## src/rtl/scan_pkg.sv

```systemverilog
// Shared types and widths for the scan sequencer slice.
package scan_pkg;

  localparam int SEL_W = 3;
  localparam int CNT_W = 8;

  typedef enum logic [1:0] {
    IDLE  = 2'd0,
    SCAN  = 2'd1,
    BLANK = 2'd2
  } state_t;

  // Next digit in the frame, wrapping after the captured last digit.
  function automatic logic [SEL_W-1:0] next_sel(input logic [SEL_W-1:0] sel,
                                                input logic [SEL_W-1:0] last);
    return (sel == last) ? '0 : SEL_W'(sel + 1'b1);
  endfunction

endpackage

```

## src/rtl/scan_sequencer_if.sv

```systemverilog
// Control/status bundle between a scan controller and the scan sequencer.
interface scan_sequencer_if;

  logic                      start;
  logic                      stop;
  logic [scan_pkg::SEL_W-1:0] last_sel;
  logic [scan_pkg::SEL_W-1:0] sel;
  logic                      en;
  logic                      busy;
  logic                      frame_done;

  modport master (
    output start, stop, last_sel,
    input  sel, en, busy, frame_done
  );

  modport slave (
    input  start, stop, last_sel,
    output sel, en, busy, frame_done
  );

endinterface

```

## src/rtl/scan_dwell_cnt.sv

```systemverilog
// Dwell counter: counts while inc is high, self-wraps at DWELL-1, tc flags the last count.
module scan_dwell_cnt
  import scan_pkg::*;
#(
  parameter int DWELL = 4
) (
  input  logic clk,
  input  logic rst,
  input  logic clr,
  input  logic inc,
  output logic tc
);

  localparam logic [CNT_W-1:0] LAST = CNT_W'(DWELL - 1);

  logic [CNT_W-1:0] cnt;

  // NOTE: sequential state uses <= so every flop samples pre-edge values.
  always_ff @(posedge clk) begin
    if (rst || clr) begin
      cnt <= '0;
    end else if (inc) begin
      cnt <= tc ? '0 : cnt + 1'b1;
    end
  end

  assign tc = (cnt == LAST);

endmodule

```

## src/rtl/scan_sequencer.sv

```systemverilog
// Multiplexed-display scan sequencer: steps sel 0..last_sel, holding each digit DWELL cycles.
// Define SCAN_SEQUENCER_BLANK_EN to insert a one-cycle blanking gap (en=0) after each dwell.
module scan_sequencer
  import scan_pkg::*;
#(
  parameter int DWELL = 4
) (
  input  logic              clk,
  input  logic              rst,
  scan_sequencer_if.slave   bus
);

  state_t           state;
  logic [SEL_W-1:0] sel_q;
  logic [SEL_W-1:0] last_q;
  logic             en_q;
  logic             busy_q;
  logic             done_q;
  logic             dwell_tc;

  // The counter runs only in SCAN and is parked at zero everywhere else.
  scan_dwell_cnt #(.DWELL(DWELL)) u_dwell (
    .clk (clk),
    .rst (rst),
    .clr (state != SCAN),
    .inc (state == SCAN),
    .tc  (dwell_tc)
  );

  always_ff @(posedge clk) begin
    if (rst) begin
      state  <= IDLE;
      sel_q  <= '0;
      last_q <= '0;
      en_q   <= 1'b0;
      busy_q <= 1'b0;
      done_q <= 1'b0;
    end else begin
      done_q <= 1'b0;
      case (state)
        IDLE: begin
          if (bus.start && !bus.stop) begin
            state  <= SCAN;
            sel_q  <= '0;
            last_q <= bus.last_sel;
            en_q   <= 1'b1;
            busy_q <= 1'b1;
          end
        end

        SCAN: begin
          if (bus.stop) begin
            state  <= IDLE;
            sel_q  <= '0;
            en_q   <= 1'b0;
            busy_q <= 1'b0;
          end else if (dwell_tc) begin
            sel_q  <= next_sel(sel_q, last_q);
            done_q <= (sel_q == last_q);
`ifdef SCAN_SEQUENCER_BLANK_EN
            state  <= BLANK;
            en_q   <= 1'b0;
`endif
          end
        end

`ifdef SCAN_SEQUENCER_BLANK_EN
        BLANK: begin
          if (bus.stop) begin
            state  <= IDLE;
            sel_q  <= '0;
            en_q   <= 1'b0;
            busy_q <= 1'b0;
          end else begin
            state  <= SCAN;
            en_q   <= 1'b1;
          end
        end
`endif

        default: begin
          state  <= IDLE;
          sel_q  <= '0;
          en_q   <= 1'b0;
          busy_q <= 1'b0;
        end
      endcase
    end
  end

  assign bus.sel        = sel_q;
  assign bus.en         = en_q;
  assign bus.busy       = busy_q;
  assign bus.frame_done = done_q;

endmodule
```

## src/flat_wrapper.sv

```systemverilog
// flat-port wrapper written by rule: the top's interface ports become plain ports
module scan_sequencer_flat import scan_pkg::*;
#(
  parameter int DWELL = 4
)
  (clk, rst, bus_start, bus_stop, bus_last_sel, bus_sel, bus_en, bus_busy, bus_frame_done);
  scan_sequencer_if bus_i ();
  input  logic clk;
  input  logic rst;
  input wire logic [$bits(bus_i.start)-1:0] bus_start;
  input wire logic [$bits(bus_i.stop)-1:0] bus_stop;
  input wire logic [$bits(bus_i.last_sel)-1:0] bus_last_sel;
  output wire logic [$bits(bus_i.sel)-1:0] bus_sel;
  output wire logic [$bits(bus_i.en)-1:0] bus_en;
  output wire logic [$bits(bus_i.busy)-1:0] bus_busy;
  output wire logic [$bits(bus_i.frame_done)-1:0] bus_frame_done;
  assign bus_i.start = bus_start;
  assign bus_i.stop = bus_stop;
  assign bus_i.last_sel = bus_last_sel;
  assign bus_sel = bus_i.sel;
  assign bus_en = bus_i.en;
  assign bus_busy = bus_i.busy;
  assign bus_frame_done = bus_i.frame_done;
  scan_sequencer #(.DWELL(DWELL)) u_core (.clk(clk), .rst(rst), .bus(bus_i));
endmodule
```

## config.mk

```make
export PLATFORM = sky130hd
export DESIGN_NAME = scan_sequencer_flat
export DESIGN_NICKNAME = d
export VERILOG_FILES = /design/src/rtl/scan_pkg.sv /design/src/rtl/scan_sequencer_if.sv /design/src/rtl/scan_dwell_cnt.sv /design/src/rtl/scan_sequencer.sv /design/src/flat_wrapper.sv
export SDC_FILE = /design/constraint.sdc
export NUM_CORES = 1
export LEC_CHECK = 0
export ABC_AREA = 1
export ABC_CLOCK_PERIOD_IN_PS = 1700
export CAP_MARGIN = 20
export CORE_UTILIZATION = 40
export DETAILED_ROUTE_END_ITERATION = 10
export SYNTH_ARGS = -nofsm -noshare
export SYNTH_HDL_FRONTEND = slang
export SYNTH_HIERARCHICAL = 1
export SYNTH_SLANG_ARGS = --single-unit
```

## constraint.sdc

```tcl
create_clock -name clk -period 1.7 [get_ports clk]
set_input_delay 0.425 -clock clk [delete_from_list [all_inputs] [get_ports clk]]
set_output_delay 0.425 -clock clk [all_outputs]
set_load 0.1 [all_outputs]
```

# == After elaboration in Yosys (flattened, before gate mapping) ==
# Cells that the tools add are included.
# totals
ff_bits,18
inputBits,7
output_inout_bits,6
elab_cells,37
# op_classes
addsub,2
eq_ne,7
mux,12
bitwise_logic,2
reduce_logical,8
# op_table
op,count
3-bit 2-to-1 mux,4
"8-bit by 1-bit adder with 8-bit output, second input constant",1
"8-bit by 2-bit == test with 1-bit output, second input constant",1
8-bit 2-to-1 mux,1
3-bit case mux with 2 select lines,1
2-bit AND reduction,3
2-bit 2-to-1 mux,2
"2-bit by 1-bit inequality test with 1-bit output, second input constant",2
2-bit case mux with 2 select lines,1
4-bit OR reduction,1
"3-bit by 1-bit adder with 3-bit output, second input constant",1
3-bit == test,1
"3-bit by 2-bit inequality test with 1-bit output, second input constant",1
"2-bit by 1-bit == test with 1-bit output, second input constant",1
2-bit logical NOT,1
1-bit 2-to-1 mux,2
"2-bit inequality test, second input constant",1
1-bit inverter,2
1-bit case mux with 2 select lines,1
1-bit logical AND,1
1-bit logical NOT,1
1-bit logical OR,1

# == Logic depth before layout (Yosys ltp) ==
# depth
ltp_word,5
ltp_mapped,9
depth_no_buf,9

# == By module ==
# The synthesis kept the hierarchy.
# by_module_without_submodules
module,instances,cells_per_inst,area_per_inst_um2,seq_area_each_um2
scan_sequencer,1,62,452.9,160.2
scan_dwell_cnt,1,64,429.2,160.2

# == Worst setup path after synthesis ==
# OpenSTA, ideal clock, no wires.
# synth_path
kind,register -> output
startpoint,register u_core/bus.busy (netlist name)
endpoint,output bus_en
arrival_ps,1592
required_ps,1275
slack_ps,-317
stages_incl_launch_ff,2
path_buffers,1
cell_sequence,dfxtp_1 -> buf_4
# synth_rtl
element,line_no,rtl
end: declaration,flat_wrapper.sv:14,output wire logic [$bits(bus_i.en)-1:0] bus_en;

# == Worst setup path in the final report ==
# layout_path
startpoint,register u_core.u_dwell.cnt[0]
endpoint,register u_core.sel_q[2] (netlist: u_core/bus.sel[2])
# layout_via
elab_chain_cells,3
# layout_rtl
element,line_no,rtl
start: declaration,scan_dwell_cnt.sv:16,logic [CNT_W-1:0] cnt;
start signal: assignment,scan_dwell_cnt.sv:23,cnt <= tc ? '0 : cnt + 1'b1;
8-bit by 2-bit == test with 1-bit output,scan_dwell_cnt.sv:27,assign tc = (cnt == LAST);
via u_core.dwell_tc,scan_sequencer.sv:19,logic dwell_tc;
3-bit by 2-bit inequality test with 1-bit output (no source line),-,
2-bit AND reduction (no source line),-,
end signal: assignment,scan_sequencer.sv:58,"sel_q <= next_sel(sel_q, last_q);"
end: declaration,scan_sequencer.sv:14,logic [SEL_W-1:0] sel_q;
# The timed path passes the listed nets, and every way through them passes these cells.
# A chain may end at the register's enable or synchronous reset.

==> metrics.yaml <==
status: "complete, no violations"
drive_gt1_frac: 0.246
clock_skew_ns: 0.00360
gp_congestion: 0.769
reg2reg_depth: 9
ant_nets: 0
mostFrequentLayoutCells: "nand2_1, nor2_1, inv_1, dfxtp_1, nand3_1"
switching_share: 0.256
synth_cell_type_count: 23
min_period_over_period: 0.888
core_area_um2: 2020
area_growth_pct: 29.2
worstPathRequired_ns: 1.92
slew_viol_final: 0
crit_fanout: 4
cts_setup_buffers: 0
reg2reg_setup_slack_ns: 0.19
dr_total_vias: 785
clockBufferDepth: 2
start_util: 0.436
rsz0062_at_grt: "no"
drc: 0
ys_ff_latch: 16
synth_warnings: 6
netlist_instances: 126
syn_area_um2: 882
maxCapViolations: 0
ir_drop_mv: 0.409
die_area_um2: 2400
root_buffer: "clkbuf_4"
rows: 16
cts_tree: "done"
crit_family: "simple AND/OR/NAND/NOR gates"
first_pass_iters: 4
p_int_mw: 0.502
power_frac_comb: 0.140
r2r_start: "u_core/u_dwell/cnt[0]$_SDFFE_PP0P_"
end_kind: "flop"
ctsHtreeMaxLevel: 1
cts.clk_slew.worst_paths_ns: 0.09
syn_area_per_cell_um2: 7.00
synth_edf_count: 0
routed_via_density: 4.64
antenna_found_initial: 0
num-nets-final: 153
final_common_cell: "nand2_1"
yosysTopAreaCell: "dfxtp_1"
io_buffers: 12
grt_pass1_vias: 727
dieWidth_um: 49.0
ios: 13
placed_area_um2: 1110
drtIter0Drc: 15
setup_viol: 0
die_h_um: 49.0
diodes: 0
cp-start-kind: "flop"
fin_area_um2: 1140
crit_slowest_cell: "dfxtp_1"
crit_end: "u_core/bus.sel[2]$_SDFFE_PP0P_"
crit_cells: 9
async_reset_ff_frac: 0
seqPwrFrac: 0.577
cp_common_cell: "inv_1"
wl_per_cell_um: 10.0
post-route-util: 0.564
tightest_slew_ns: 0.312
synthFlopType: "dfxtp_1"
switching_power_mw: 0.173
fin_setup_tns_ns: 0
final_cells: 169
cts.repair.resized: 0
path_cells: "ha_1 > inv_1 > nor4_2 > inv_1 > nand3_1 > nand2_2 > nor2_2 > nand2_1 > a21oi_2"
yosysSeqAreaShare: 0.363
fill_cells: 208
cts_buffers: 3
hold_violations: 0
arrival_ns: 1.73
p_leak_nw: 0.464
grt_pass1_wl_mm: 2.88
max_clock_freq_mhz: 663
p_per_area_nw_per_um2: 592
path_class: "flop to flop"
grt_start_max_net_pins: 12
wl_mm: 1.69
fin_crit_ns: 1.51
grt_usage: 0.156
slew_headroom: 0.792
crit_start: "u_core/u_dwell/cnt[0]$_SDFFE_PP0P_"
clk_latency_ns: 0.28
grt-ovfl-total: 0
ctsHoldBuffers: 0
post-dp-hpwl_mm: 1.38
synthTopCellsByArea: "dfxtp_1, nand2_1, nor2_1, inv_1, nand3_1"
crit_path_max_incr_delay_ns: 0.36
synthesis.nets: 135
min_path_type: "flop to flop"
cts_sinks: 16
synth_top_area_frac: 0.363
crit_buf_inv: 2
regToRegEndpoint: "u_core/bus.sel[2]$_SDFFE_PP0P_"
place_inst: 166
power.total_mw: 0.674
clockPowerShare: 0.283
-- tightest hold or removal path, cell delays in order, from the launching register on --
cell and delay, ns:
dfxtp_1 0.33, nand2_1 0.06, a21oi_1 0.05
-- worst min-delay path by stage --
stage          cells after the start                             to                           from  slack, ns
5_1_grt                            2  u_core/last_q[1]$_SDFFE_PP0P_  u_core/last_q[1]$_SDFFE_PP0P_       0.51
2_1_floorplan                      2  u_core/last_q[1]$_SDFFE_PP0P_  u_core/last_q[1]$_SDFFE_PP0P_       0.45
4_1_cts                            2  u_core/last_q[1]$_SDFFE_PP0P_  u_core/last_q[1]$_SDFFE_PP0P_       0.49
3_5_place_dp                       2  u_core/last_q[1]$_SDFFE_PP0P_  u_core/last_q[1]$_SDFFE_PP0P_       0.48
3_3_place_gp                       2  u_core/last_q[1]$_SDFFE_PP0P_  u_core/last_q[1]$_SDFFE_PP0P_       0.47
6_report                           2  u_core/last_q[1]$_SDFFE_PP0P_  u_core/last_q[1]$_SDFFE_PP0P_       0.49
-- layer usage --
layer | GRT usage | wire [um] | vias up
li1 | - | - | 423
met1 | 0.163 | 757 | 353
met2 | 0.287 | 892 | 9
met3 | 0.0280 | 43 | 0
met4 | 0.0931 | 0 | 0
met5 | 0 | 0 | -
-- cells by family (layout without fill, tap and decap cells) --
kind of cell    count (synthesis)  in the layout  share of synthesized area
mux                             1              1                     0.0113
xor+xnor                        4              4                     0.0397
simple gates                   75             75                      0.404
buf+inv                        22             38                     0.0979
fa+ha+maj                       2              2                     0.0284
compound gates                  6              6                     0.0553
flops                          16             16                      0.363
-- layout make-up --
class | count | area [um^2] | area share
timing repair buffer | 15 | 203 | 0.178
clock buffer | 3 | 22.5 | 0.0198
multi-input combinational | 88 | 482 | 0.423
inverter | 20 | 75.1 | 0.0659
sequential | 16 | 324 | 0.284
tap | 27 | 33.8 | 0.0296
-- cells in the mapped netlist, types with 2 or more instances --
cell	number
xnor2_1	2
xor2_1	2
a21oi_1	3
dfxtp_1	16
inv_1	16
ha_1	2
nand2_1	35
nor2_1	17
nand3_2	2
nand4_1	2
nand3_1	7
nor2_4	3
inv_2	4
nand2_2	5
a211oi_2	2
-- through the flow --
step,setup slack (ns),hold slack (ns)
after detailed placement,0.134,0.477
after CTS,0.124,0.490
after global routing,0.0299,0.512
after global placement,0.141,0.471
final,0.191,0.486
after floorplan,0.0901,0.452
-- power by group through the flow --
stage | sequential [mW] | clock, mW | combinational, mW
after CTS | 0.390 | 0.203 | 0.0949
after floorplan | 0.405 | 0 | 0.0518
after global routing | 0.391 | 0.219 | 0.101
after global placement | 0.398 | 0 | 0.0939
final | 0.389 | 0.191 | 0.0941
after detailed placement | 0.399 | 0 | 0.0945
-- sequential cells by signal, indices dropped and copies added, names as in the netlist --
register               count
u_core/u_dwell/cnt         8
u_core/last_q              3
u_core/bus.frame_done      1
u_core/bus.sel             3
u_core/bus.busy            1
No activity file was read; power rests on OpenSTA's default activity.
